--- src/rtl/alu_pkg.sv ---
// Shared definitions for the ALU operation sequencer: op encodings, status
// codes, FSM state encoding and the op-to-select mapping.
package alu_pkg;

   localparam logic [2:0] OP_ADD = 3'd0;
   localparam logic [2:0] OP_SUB = 3'd1;
   localparam logic [2:0] OP_AND = 3'd2;
   localparam logic [2:0] OP_OR  = 3'd3;
   localparam logic [2:0] OP_MUL = 3'd4;
   localparam logic [2:0] OP_DIV = 3'd5;

   localparam logic [1:0] ERR_OK      = 2'd0;
   localparam logic [1:0] ERR_ILLEGAL = 2'd1;
   localparam logic [1:0] ERR_DIVZ    = 2'd2;
   localparam logic [1:0] ERR_TIMEOUT = 2'd3;

   typedef enum logic [2:0] {
      ST_IDLE     = 3'd0,
      ST_EXEC     = 3'd1,
      ST_MC_START = 3'd2,
      ST_MC_WAIT  = 3'd3,
      ST_DONE     = 3'd4
   } state_t;

   // Illegal ops map to select 0 so the result mux always sees a driven input.
   function automatic logic [2:0] sel_of_op(input logic [2:0] op);
      logic [2:0] s;
      if (op <= OP_DIV) begin
         s = op;
      end else begin
         s = OP_ADD;
      end
      return s;
   endfunction

endpackage

--- src/rtl/alu_timeout_counter.sv ---
// Cycle counter bounding how long the sequencer waits on a multi-cycle unit.
// hit fires in the enabled cycle whose increment brings the count to TIMEOUT.
module alu_timeout_counter #(
   parameter int TIMEOUT = 64,
   parameter int CNT_W   = 7
) (
   input  logic clk,
   input  logic rst,
   input  logic clr,
   input  logic en,
   output logic hit
);

   localparam logic [CNT_W-1:0] LIMIT_M1 = CNT_W'(TIMEOUT - 1);
   localparam logic [CNT_W-1:0] ONE      = {{(CNT_W-1){1'b0}}, 1'b1};

   logic [CNT_W-1:0] cnt_r;

   // Count enabled cycles; clear restarts the window for a new operation.
   always_ff @(posedge clk) begin
      if (rst) begin
         cnt_r <= '0;
      end else if (clr) begin
         cnt_r <= '0;
      end else if (en) begin
         cnt_r <= cnt_r + ONE;
      end else begin
         cnt_r <= cnt_r;
      end
   end

   assign hit = en && (cnt_r == LIMIT_M1);

endmodule

--- src/rtl/alu_op_sequencer.sv ---
// Control stage for the ALU result mux: captures one operation per handshake,
// drives the mux select, sequences the multiplier/divider and returns a
// registered, handshaked result with status.
module alu_op_sequencer
   import alu_pkg::*;
#(
   parameter int w       = 16,
   parameter int TIMEOUT = 64,
   parameter int CNT_W   = 7
) (
   input  logic         clk,
   input  logic         rst,
   input  logic         op_valid,
   output logic         op_ready,
   input  logic [2:0]   op,
   input  logic [w-1:0] a_in,
   input  logic [w-1:0] b_in,
   output logic [w-1:0] a_q,
   output logic [w-1:0] b_q,
   output logic [2:0]   sel,
   output logic         mul_start,
   input  logic         mul_done,
   output logic         div_start,
   input  logic         div_done,
   input  logic         div_by_zero,
   input  logic [w-1:0] mux_out,
   output logic         res_valid,
   input  logic         res_ready,
   output logic [w-1:0] res,
   output logic [1:0]   err
);

   state_t         state_r;
   state_t         state_nx_s;
   logic [2:0]     op_r;
   logic [2:0]     sel_r;
   logic [w-1:0]   a_q_r;
   logic [w-1:0]   b_q_r;
   logic [w-1:0]   res_r;
   logic [1:0]     err_r;
   logic           op_ready_r;
   logic           res_valid_r;
   logic           mul_start_r;
   logic           div_start_r;

   logic           accept_s;
   logic           res_ld_s;
   logic [w-1:0]   res_nx_s;
   logic [1:0]     err_nx_s;
   logic           cnt_clr_s;
   logic           cnt_en_s;
   logic           cnt_hit_s;
   logic           is_div_s;
   logic           unit_done_s;

   assign is_div_s    = (op_r == OP_DIV);
   assign unit_done_s = is_div_s ? div_done : mul_done;

   alu_timeout_counter #(
      .TIMEOUT(TIMEOUT),
      .CNT_W  (CNT_W)
   ) u_timeout (
      .clk(clk),
      .rst(rst),
      .clr(cnt_clr_s),
      .en (cnt_en_s),
      .hit(cnt_hit_s)
   );

   // Next-state and result-load decode.
   always_comb begin
      state_nx_s = state_r;
      accept_s   = 1'b0;
      res_ld_s   = 1'b0;
      res_nx_s   = '0;
      err_nx_s   = ERR_OK;
      cnt_clr_s  = 1'b0;
      cnt_en_s   = 1'b0;
      case (state_r)
         ST_IDLE: begin
            if (op_valid && op_ready_r) begin
               accept_s = 1'b1;
               if (op <= OP_OR) begin
                  state_nx_s = ST_EXEC;
               end else if ((op == OP_MUL) || (op == OP_DIV)) begin
                  state_nx_s = ST_MC_START;
               end else begin
                  state_nx_s = ST_DONE;
                  res_ld_s   = 1'b1;
                  err_nx_s   = ERR_ILLEGAL;
               end
            end else begin
               state_nx_s = ST_IDLE;
            end
         end
         ST_EXEC: begin
            // Select has been stable for a full cycle; mux output is settled.
            res_ld_s   = 1'b1;
            res_nx_s   = mux_out;
            state_nx_s = ST_DONE;
         end
         ST_MC_START: begin
            cnt_clr_s  = 1'b1;
            state_nx_s = ST_MC_WAIT;
         end
         ST_MC_WAIT: begin
            cnt_en_s = 1'b1;
            // Done is checked before the timeout so a coincident done wins.
            if (unit_done_s) begin
               res_ld_s   = 1'b1;
               res_nx_s   = mux_out;
               err_nx_s   = (is_div_s && div_by_zero) ? ERR_DIVZ : ERR_OK;
               state_nx_s = ST_DONE;
            end else if (cnt_hit_s) begin
               res_ld_s   = 1'b1;
               err_nx_s   = ERR_TIMEOUT;
               state_nx_s = ST_DONE;
            end else begin
               state_nx_s = ST_MC_WAIT;
            end
         end
         ST_DONE: begin
            if (res_ready) begin
               state_nx_s = ST_IDLE;
            end else begin
               state_nx_s = ST_DONE;
            end
         end
         default: begin
            state_nx_s = ST_IDLE;
         end
      endcase
   end

   // State register, captured operation and all registered outputs.
   always_ff @(posedge clk) begin
      if (rst) begin
         state_r     <= ST_IDLE;
         op_r        <= OP_ADD;
         sel_r       <= 3'd0;
         a_q_r       <= '0;
         b_q_r       <= '0;
         res_r       <= '0;
         err_r       <= ERR_OK;
         op_ready_r  <= 1'b1;
         res_valid_r <= 1'b0;
         mul_start_r <= 1'b0;
         div_start_r <= 1'b0;
      end else begin
         state_r     <= state_nx_s;
         op_ready_r  <= (state_nx_s == ST_IDLE);
         res_valid_r <= (state_nx_s == ST_DONE);
         // MC_START is only entered straight from an accept, so the pulse
         // lasts exactly the one MC_START cycle.
         mul_start_r <= accept_s && (op == OP_MUL);
         div_start_r <= accept_s && (op == OP_DIV);
         if (accept_s) begin
            op_r  <= op;
            sel_r <= sel_of_op(op);
            a_q_r <= a_in;
            b_q_r <= b_in;
         end
         if (res_ld_s) begin
            res_r <= res_nx_s;
            err_r <= err_nx_s;
         end
      end
   end

   assign op_ready  = op_ready_r;
   assign res_valid = res_valid_r;
   assign mul_start = mul_start_r;
   assign div_start = div_start_r;
   assign sel       = sel_r;
   assign a_q       = a_q_r;
   assign b_q       = b_q_r;
   assign res       = res_r;
   assign err       = err_r;

endmodule
--- config.mk ---
export PLATFORM = sky130hd
export DESIGN_NAME = alu_op_sequencer
export DESIGN_NICKNAME = d
export VERILOG_FILES = /design/src/rtl/alu_pkg.sv /design/src/rtl/alu_timeout_counter.sv /design/src/rtl/alu_op_sequencer.sv
export SDC_FILE = /design/constraint.sdc
export NUM_CORES = 1
export LEC_CHECK = 0
export CELL_PAD_IN_SITES_DETAIL_PLACEMENT = 1
export CELL_PAD_IN_SITES_GLOBAL_PLACEMENT = 1
export CORE_MARGIN = 2
export CORE_UTILIZATION = 50
export CTS_BUF_LIST = sky130_fd_sc_hd__clkbuf_8
export DETAILED_ROUTE_END_ITERATION = 10
export DONT_BUFFER_PORTS = 1
export HOLD_SLACK_MARGIN = 0.03
export PLACE_DENSITY = 0.92
export SLEW_MARGIN = 20
export SYNTH_ARGS = -nofsm -noshare
export SYNTH_HDL_FRONTEND = slang
export SYNTH_SLANG_ARGS = --single-unit
--- constraint.sdc ---
create_clock -name clk -period 2.9 [get_ports clk]
set_clock_uncertainty 0.1 [all_clocks]
set_input_delay 0.725 -clock clk [delete_from_list [all_inputs] [get_ports clk]]
set_output_delay 0.725 -clock clk [all_outputs]
set_load 0.005 [all_outputs]
==> results of run 1 <==
-- flip-flops by register name, summed over array words and instances, names as in the netlist --
register / flops
a_q: 16
mul_start: 1
u_timeout.cnt_r: 7
err: 2
op_ready: 1
op_r: 3
b_q: 16
sel: 3
div_start: 1
res: 16
res_valid: 1
state_r: 3
-- through the flow --
stage | instance area, µm² | worst slack, ns | instances | util (%) | hold slack [ns]
after detailed placement | 2590 | 0.514 | 346 | 51.4 | 0.364
after floorplan | 2570 | 0.940 | 292 | - | 0.339
after global placement | 2590 | 0.647 | 346 | 51.4 | 0.341
after CTS | 2830 | 0.763 | 361 | 56.1 | 0.333
after global routing | 2830 | 0.618 | 361 | 56.1 | 0.331
final | 2830 | 0.757 | 361 | 56.1 | 0.353
-- worst max-delay path, cell delays in order (launching register included) --
cell and delay, ns:
dfxtp_1 0.34, ha_1 0.25, nand4_1 0.13, nor3_1 0.08
o32ai_2 0.91, a22o_1 0.27
-- area by class of cell --
class                      instances  area, µm²  share of cell area (%)
tap                               70       87.6                    3.10
sequential                        70       1400                    49.6
multi-input combinational        202       1080                    38.3
inverter                           3       11.3                   0.398
clock buffer                       9        124                    4.38
timing repair buffer               1       7.51                   0.266
clock inverter                     6        111                    3.94
-- layer usage --
| layer | routed length [µm] | share of wire (%) | vias to the layer above |
|---|---|---|---|
| li1 | - | - | 989 |
| met4 | 114 | 1.9 | 0 |
| met2 | 2800 | 46 | 92 |
| met5 | 0 | 0 | - |
| met1 | 2400 | 40 | 946 |
| met3 | 721 | 12 | 13 |
-- cell families (layout without fill, tap and decap cells) --
| group | count (synthesis) | in the layout | synth area share (%) |
|---|---|---|---|
| and+or+nand+nor | 119 | 119 | 20.4 |
| AOI/OAI and AO/OA | 81 | 81 | 20.7 |
| DFF | 70 | 70 | 54.4 |
| buffers and inverters | 20 | 19 | 3.60 |
| adders and majority gates | 1 | 1 | 0.486 |
| xor gates and xnor gates | 1 | 1 | 0.340 |
-- cell usage after synthesis, drive strengths merged (3+ instances only) --
master  count
nand2      79
dfxtp      70
a21oi      45
a22o       19
buf        11
nor2       11
clkbuf      6
nand3       5
nor3        5
o21ai       5
nand3b      4
inv         3
or3         3
-- worst max path at each step --
stage,to,cells after the start
detailed placement,res[7]$_SDFFE_PP0P_,4
floorplan,res[6]$_SDFFE_PP0P_,5
global route,res[8]$_SDFFE_PP0P_,5
global placement,res[10]$_SDFFE_PP0P_,4
CTS,res[7]$_SDFFE_PP0P_,5
finish,res[7]$_SDFFE_PP0P_,5
-- power by group through the flow --
| stage | registers [mW] | logic (mW) | clock network (mW) |
|---|---|---|---|
| after floorplan | 1.09 | 0.182 | 0 |
| after global placement | 1.11 | 0.185 | 0 |
| after detailed placement | 1.11 | 0.199 | 0 |
| after CTS | 1.09 | 0.199 | 0.942 |
| after global routing | 1.10 | 0.223 | 0.978 |
| final | 1.09 | 0.195 | 0.923 |
==> results_dict.tcl, run 1 <==
set metrics [dict create \
    status "completed" \
    hp-start "op[0]" \
    io_buffers 0 \
    worstPathRequired_ns 3.07 \
    grt_antenna_before_repair 0 \
    leakage_nw 1.01 \
    end_kind "flop" \
    fp-row-count 26 \
    slew_headroom_pct 29.6 \
    ant_nets 0 \
    fin_crit_sh_pct 73.9 \
    tns_ns 0 \
    cts_tree "yes" \
    crit_arrival_ns 2.32 \
    synth.top_cell.area_share_pct 54.4 \
    drc_errors 0 \
    yosys_warnings 0 \
    crit_start "u_timeout.cnt_r[0]$_SDFFE_PP0N_" \
    grt_use_total_pct 20.8 \
    dieArea_mm2 0.00574 \
    synth_cells 292 \
    start_util_pct 51.1 \
    r2r-end "res[7]$_SDFFE_PP0P_" \
    drt_pre_antenna_iters 6 \
    use_met3_pct 10.4 \
    overflow 0 \
    netlist_top_cells_area "dfxtp_1 (54%), nand2_1 (12%), a21oi_1 (8.7%)" \
    tightest_slew_ns 1.06 \
    grt_pass1_wl_mm 9.05 \
    p_comb_share_pct 8.8 \
    hold_depth 1 \
    critPathMaxFanout 17 \
    core_mm2 0.00504 \
    syn_area_per_cell_um2 8.82 \
    dp_hpwl_mm 4.23 \
    synth-edff-count 0 \
    final_net_count 346 \
    routedWlPerCell_um 16.7 \
    rrSetupSlack_ns 0.76 \
    viasPerCell 5.65 \
    final-hold-violation-count 0 \
    die_width_um 75.8 \
    cts-buffers-inserted 9 \
    ir_worst_vdd_mv 0.348 \
    grtUsageMet2_pct 34.2 \
    ys_types 36 \
    clockBufferDepth 2 \
    hold_path_end "mul_start$_SDFF_PP0_" \
    ios 115 \
    fp.dieH_um 75.8 \
    synth_nets 351 \
    syn_area_mm2 0.00257 \
    use_met1_pct 22.4 \
    async_reset_ff_share_pct 0 \
    top_usage_layer "met2" \
    yosysTopAreaCell "dfxtp_1" \
    h-tree-depth 3 \
    crit_type "flop to flop" \
    post_cts_buffers 0 \
    max_freq_ghz 0.467 \
    p_sw_share_pct 24.5 \
    n_antenna_cell 0 \
    synthFlopType "dfxtp_1" \
    setup_viol 0 \
    r2r.worst_path.cells 5 \
    grt_max_degree 52 \
    seqPwrFrac_pct 49.4 \
    drt_iter0_markers 59 \
    clkPwrFrac_pct 41.8 \
    cts_sinks 70 \
    drive_above_1_share_pct 7.90 \
    place_congestion 0.784 \
    hold_class "input port to flop" \
    startpoint_type "flop" \
    total_power_mw 2.21 \
    clk_latency_ns 0.33 \
    drv_cap 0 \
    ctsRootBufferMaster "clkbuf_8" \
    fin_crit_ns 2.14 \
    intPower_mw 1.67 \
    mostFrequentLayoutCells "nand2_1 (79), dfxtp_1 (70), a21oi_1 (45)" \
    first_global_vias 2047 \
    synth-seq-cells 70 \
    yosysSeqAreaShare_pct 54.4 \
    p_switching_uw 540 \
    p_per_area_mw_per_mm2 782 \
    drt-total-wl_mm 6.04 \
    syn_to_final_growth_pct 9.77 \
    r2r-start "u_timeout.cnt_r[0]$_SDFFE_PP0N_" \
    rsz0062_at_grt "false" \
    fillers 589 \
    layout_commonest_cell "nand2_1" \
    cts.repair.resized 0 \
    vias 2040 \
    ctsHoldBuffers 0 \
    clk_pin_slew_ns 0.08 \
    timing.final.max_slew_violations 0 \
]
Note: power is estimated with default switching activity, not from simulation.
==> run 2, diff against run 1 <==
Settings changed: CORE_UTILIZATION 50 to 42, PLACE_DENSITY 0.92 to 0.83.
Clock period 2.9 ns to 1.8 ns, I/O delays scaled along.
==> run 2 against run 1 <==
Non-clock buffer count increased by 20. Power increased by 62%. Hold slack got worse by 0.28 ns. Die area increased by 18%. Register-to-register slack got worse by 0.68 ns. Utilization decreased by 4.5 points. Routed wire length increased by 13%.
==> results_dict.tcl, run 2 (synthesis gave the netlist of run 1 again) <==
set metrics [dict create \
    status "completed" \
    hold_class "input port to flop" \
    clk_latency_ns 0.34 \
    clockBufferDepth 2 \
    cts-buffers-inserted 9 \
    critPathMaxFanout 9 \
    viasPerCell 5.47 \
    max_freq_ghz 0.581 \
    vias 2124 \
    total_power_mw 3.59 \
    drv_cap 0 \
    worstPathRequired_ns 1.93 \
    first_global_vias 2149 \
    dp_hpwl_mm 4.55 \
    hold_ws_ns 0.0769 \
    multi_input_area_mm2 0.00113 \
    cts_sinks 70 \
    place_congestion 0.721 \
    dieArea_mm2 0.00677 \
    setup_viol 0 \
    grt_use_total_pct 20.8 \
    core_mm2 0.00592 \
    fin_crit_ns 1.72 \
    end_kind "flop" \
    ios 115 \
    clk_pin_slew_ns 0.08 \
    hold_depth 1 \
    overflow 0 \
    stdcell_count 388 \
    io_buffers 0 \
    layout_commonest_cell "nand2_1" \
    n_antenna_cell 0 \
    fin_crit_sh_pct 95.6 \
    h-tree-depth 3 \
    final-hold-violation-count 0 \
    drt_pre_antenna_iters 4 \
    drive_above_1_share_pct 15.3 \
    rrSetupSlack_ns 0.08 \
    crit_end "err[1]$_SDFFE_PP0P_" \
    hp-start "rst" \
    slew_headroom_pct 63.5 \
    leakage_nw 1.12 \
    ant_nets 0 \
    seq_area_mm2 0.00140 \
    ir_worst_vdd_mv 0.660 \
    drt_iter0_markers 104 \
    fp-row-count 28 \
    die_width_um 82.3 \
    ctsRootBufferMaster "clkbuf_8" \
    r2r-end "err[1]$_SDFFE_PP0P_" \
    fillers 705 \
    crit_type "flop to flop" \
    fp.dieH_um 82.3 \
    ctsHoldBuffers 0 \
    final_net_count 367 \
    drc_errors 0 \
    crit_start "state_r[2]$_SDFF_PP0_" \
    mostFrequentLayoutCells "nand2_1 (79), dfxtp_1 (69), a21oi_1 (45)" \
    routedWlPerCell_um 17.6 \
    tns_ns 0 \
    tightest_slew_ns 0.548 \
    syn_to_final_growth_pct 18.6 \
    grt_antenna_before_repair 0 \
    grt_pass1_wl_mm 10.4 \
    p_per_area_mw_per_mm2 1180 \
    startpoint_type "flop" \
    drt-total-wl_mm 6.81 \
    start_util_pct 43.5 \
    dp_slack_ns -0.243 \
    dp.cells 367 \
    timing.final.max_slew_violations 0 \
    crit_arrival_ns 1.85 \
    cts_tree "yes" \
    r2r-start "state_r[2]$_SDFF_PP0_" \
    grt_max_degree 53 \
    r2r.worst_path.cells 5 \
    fin_ws_ns 0.0785 \
]
-- run 2: timing repair --
action,in CTS,in global routing
endpoints found under the hold margin,0,0
gates resized for setup,3,4
setup endpoints to repair,17,22
pin swaps,2,2
setup buffers,2,2
gates cloned,1,0
-- run 2: worst min-delay path by stage --
stage	slack (ns)	endpoint
2_1_floorplan	0.34	op_r[1]$_SDFFE_PP0P_
3_3_place_gp	0.34	op_r[1]$_SDFFE_PP0P_
3_5_place_dp	0.36	op_r[1]$_SDFFE_PP0P_
4_1_cts	0.05	b_q[4]$_SDFFE_PP0P_
5_1_grt	0.05	a_q[10]$_SDFFE_PP0P_
6_report	0.08	b_q[4]$_SDFFE_PP0P_
-- run 2: per-stage QoR --
stage                     area [µm²]  util (%)
after CTS                       3010      50.9
after global placement          2730      46.1
after detailed placement        2730      46.1
after floorplan                 2570         -
final                           3050      51.6
after global routing            3050      51.6
-- run 2: routing by layer --
metal | GRT usage (%) | vias to the layer above | share of wire (%) | wire length [µm]
li1 | - | 1036 | - | -
met1 | 23.5 | 989 | 40 | 2740
met2 | 33.5 | 88 | 47 | 3230
met3 | 9.78 | 11 | 11 | 726
met4 | 8.83 | 0 | 1.6 | 107
met5 | 0 | - | 0 | 0
-- run 2: where the power goes --
group | internal [mW] | switching (mW)
Clock | 0.802 | 0.646
Sequential | 1.66 | 0.0861
Combinational | 0.165 | 0.230
-- run 2: layout make-up --
| cell class | instances | area share, % |
|---|---|---|
| clock inverter | 7 | 3.44 |
| clock buffer | 9 | 4.06 |
| sequential | 70 | 45.9 |
| inverter | 3 | 0.369 |
| multi-input combinational | 203 | 37.2 |
| tap | 75 | 3.07 |
| timing repair buffer | 21 | 5.98 |
-- run 2: worst max-delay path: stages, from the launching register on --
cell     delay, ns
dfxtp_1       0.34
or3_4         0.42
o31ai_4       0.19
buf_4         0.17
o32ai_4       0.13
a22o_1        0.26
==> run 3, diff against run 2 <==
Settings changed: ABC_AREA set to 1, CORE_UTILIZATION 42 to 41.
==> run 3 against run 2 <==
Non-clock buffer count is 11 lower. Clock power decreased by 20%. First-iteration DRC count increased by 24%. Combinational power rose by 19%. Power decreased by 3.5%. Flip-flop and latch count unchanged. Sequential share of layout area down 2.2 points. Sequential power grew 5%. Register-to-register slack better by 0.07 ns. Maximum frequency is 4.5% higher. Hold slack got worse by 0.00081 ns. Synthesized cell count rose by 33%.
==> results_dict.tcl, run 3 <==
set metrics [dict create \
    tightest_slew_ns 0.368 \
    syn_area_mm2 0.00291 \
    p_per_area_mw_per_mm2 1080 \
    timing.final.max_slew_violations 0 \
    worstPathRequired_ns 1.98 \
    startpoint_type "flop" \
    ir_worst_vdd_mv 0.571 \
    final_area_mm2 0.00321 \
    synth-edff-count 0 \
    critPathMaxFanout 19 \
    n_antenna_cell 0 \
    drt_iter0_markers 129 \
    ctsRootBufferMaster "clkbuf_8" \
    cp_top_family "simple AND/OR/NAND/NOR gates" \
    cts_sinks 70 \
    place_area_mm2 0.00300 \
    ys_types 29 \
    synthTopCellsByCount "nor2_1 (75), dfxtp_1 (70), nand2_1 (60), o21ai_0 (36), inv_1 (30)" \
    crit_arrival_ns 1.83 \
    io_buffers 0 \
    routedWlPerCell_um 15.6 \
    cts_tree "yes" \
    first_global_vias 2620 \
    die_width_um 88.2 \
    grt_antenna_before_repair 0 \
    final_net_count 446 \
    synth_nets 446 \
    fp.dieH_um 88.2 \
    dieArea_mm2 0.00778 \
    clk_pin_slew_ns 0.07 \
    async_reset_ff_share_pct 0 \
    h-tree-depth 3 \
    place_congestion 0.761 \
    mostFrequentLayoutCells "nor2_1 (74), dfxtp_1 (70), nand2_1 (60)" \
    grt_max_degree 32 \
    netlist_top_cells_area "dfxtp_1 (48%), nor2_1 (9.7%), nand2_1 (7.7%)" \
    drive_above_1_share_pct 10.2 \
    synth.top_cell.area_share_pct 48.2 \
    start_util_pct 42.6 \
    total_power_mw 3.46 \
    fin_crit_sh_pct 91.5 \
    post_cts_buffers 0 \
    end_kind "flop" \
    slew_headroom_pct 75.5 \
    crit_type "flop to flop" \
    final-hold-violation-count 0 \
    cp_slowest_cell "dfxtp_1" \
    status "completed" \
    fin_crit_ns 1.65 \
    yosysTopAreaCell "dfxtp_1" \
    vias 2594 \
    grt_use_total_pct 20.1 \
    cp_slowest_stage_delay_ns 0.40 \
    yosys_warnings 0 \
    overflow 0 \
    drt-total-wl_mm 7.63 \
    drc_errors 0 \
    synth_cells 387 \
    grt_pass1_wl_mm 12.3 \
    r2r.worst_path.cells 9 \
    fp-row-count 30 \
    clockBufferDepth 2 \
    setup_viol 0 \
    yosysSeqAreaShare_pct 48.2 \
    path_buf_inv 2 \
    cts-buffers-inserted 9 \
    tns_ns 0 \
    yosysMostFrequentCell "nor2_1" \
    ios 115 \
    drv_cap 0 \
    leakage_nw 1.34 \
    hold_depth 1 \
    syn_area_per_cell_um2 7.51 \
    layout_commonest_cell "nor2_1" \
    dp_hpwl_mm 5.39 \
    synth-seq-cells 70 \
    drt_pre_antenna_iters 4 \
    synthFlopType "dfxtp_1" \
    max_freq_ghz 0.607 \
    hold_class "input port to flop" \
    viasPerCell 5.32 \
    cp_num_cells 9 \
    crit_top_cell "inv_1" \
    syn_to_final_growth_pct 10.3 \
    clk_latency_ns 0.33 \
    crit_chain "ha_1, inv_1, nor2_4, nand3_4, nand2_2, nand2_4, nand4_1, nand2_1, inv_1" \
    ant_nets 0 \
    core_mm2 0.00683 \
]
==> run 3: report_power, final <==
part	internal [mW]	leakage, nW	switching, mW
clock	0.573	0.0913	0.590
sequential	1.71	0.573	0.122
combinational	0.163	0.671	0.305
total	2.45	1.34	1.02
==> run 3: final timing paths <==
check / slack [ns] / to / start
hold reg to reg: 0.38 / op_r[1]$_SDFFE_PP0P_ / op_r[1]$_SDFFE_PP0P_
hold / removal: 0.08 / res[14]$_SDFFE_PP0P_ / rst
setup / recovery: 0.15 / state_r[2]$_SDFF_PP0_ / u_timeout.cnt_r[0]$_SDFFE_PP0N_
setup reg to reg: 0.15 / state_r[2]$_SDFF_PP0_ / u_timeout.cnt_r[0]$_SDFFE_PP0N_
==> run 3: what timing repair did <==
action,CTS,global route
hold buffers,0,0
endpoints found under the setup margin,2,23
resized for setup,1,3
pin swaps,0,1
==> run 3: per-layer routing <==
metal	GRT usage, %	wire length, µm
met1	22.7	3150
met2	34.8	3760
met3	7.28	610
met4	7.85	109
met5	0	0
==> run 3: kinds of logic after synthesis <==
| logic type | share of synthesized area (%) |
|---|---|
| flip-flops | 48.2 |
| buffers and inverters | 8.69 |
| AO/OA/AOI/OAI | 12.3 |
| adder cells (fa/ha/maj) | 0.430 |
| XOR/XNOR | 0.301 |
| AND/OR/NAND/NOR | 30.1 |
==> run 3: final cells by class <==
class                   instances  area (µm²)
repair buffers                 10         104
fillers                       874        3620
flip-flops and latches         70        1400
clock inverters                 5        33.8
inverters                      34         128
well taps                      96         120
clock buffers                  11         151
multi-input cells             262        1270
==> run 3: through the flow <==
stage / worst slack [ns] / hold WS (ns) / utilization (%) / instances
2_1_floorplan: 0.248 / 0.346 / - / 387
5_1_grt: -0.00790 / 0.0486 / 46.9 / 488
3_5_place_dp: 0.00327 / 0.368 / 44.0 / 472
4_1_cts: 0.0316 / 0.0571 / 46.8 / 488
3_3_place_gp: 0.146 / 0.360 / 44.0 / 472
6_report: 0.153 / 0.0761 / 46.9 / 488
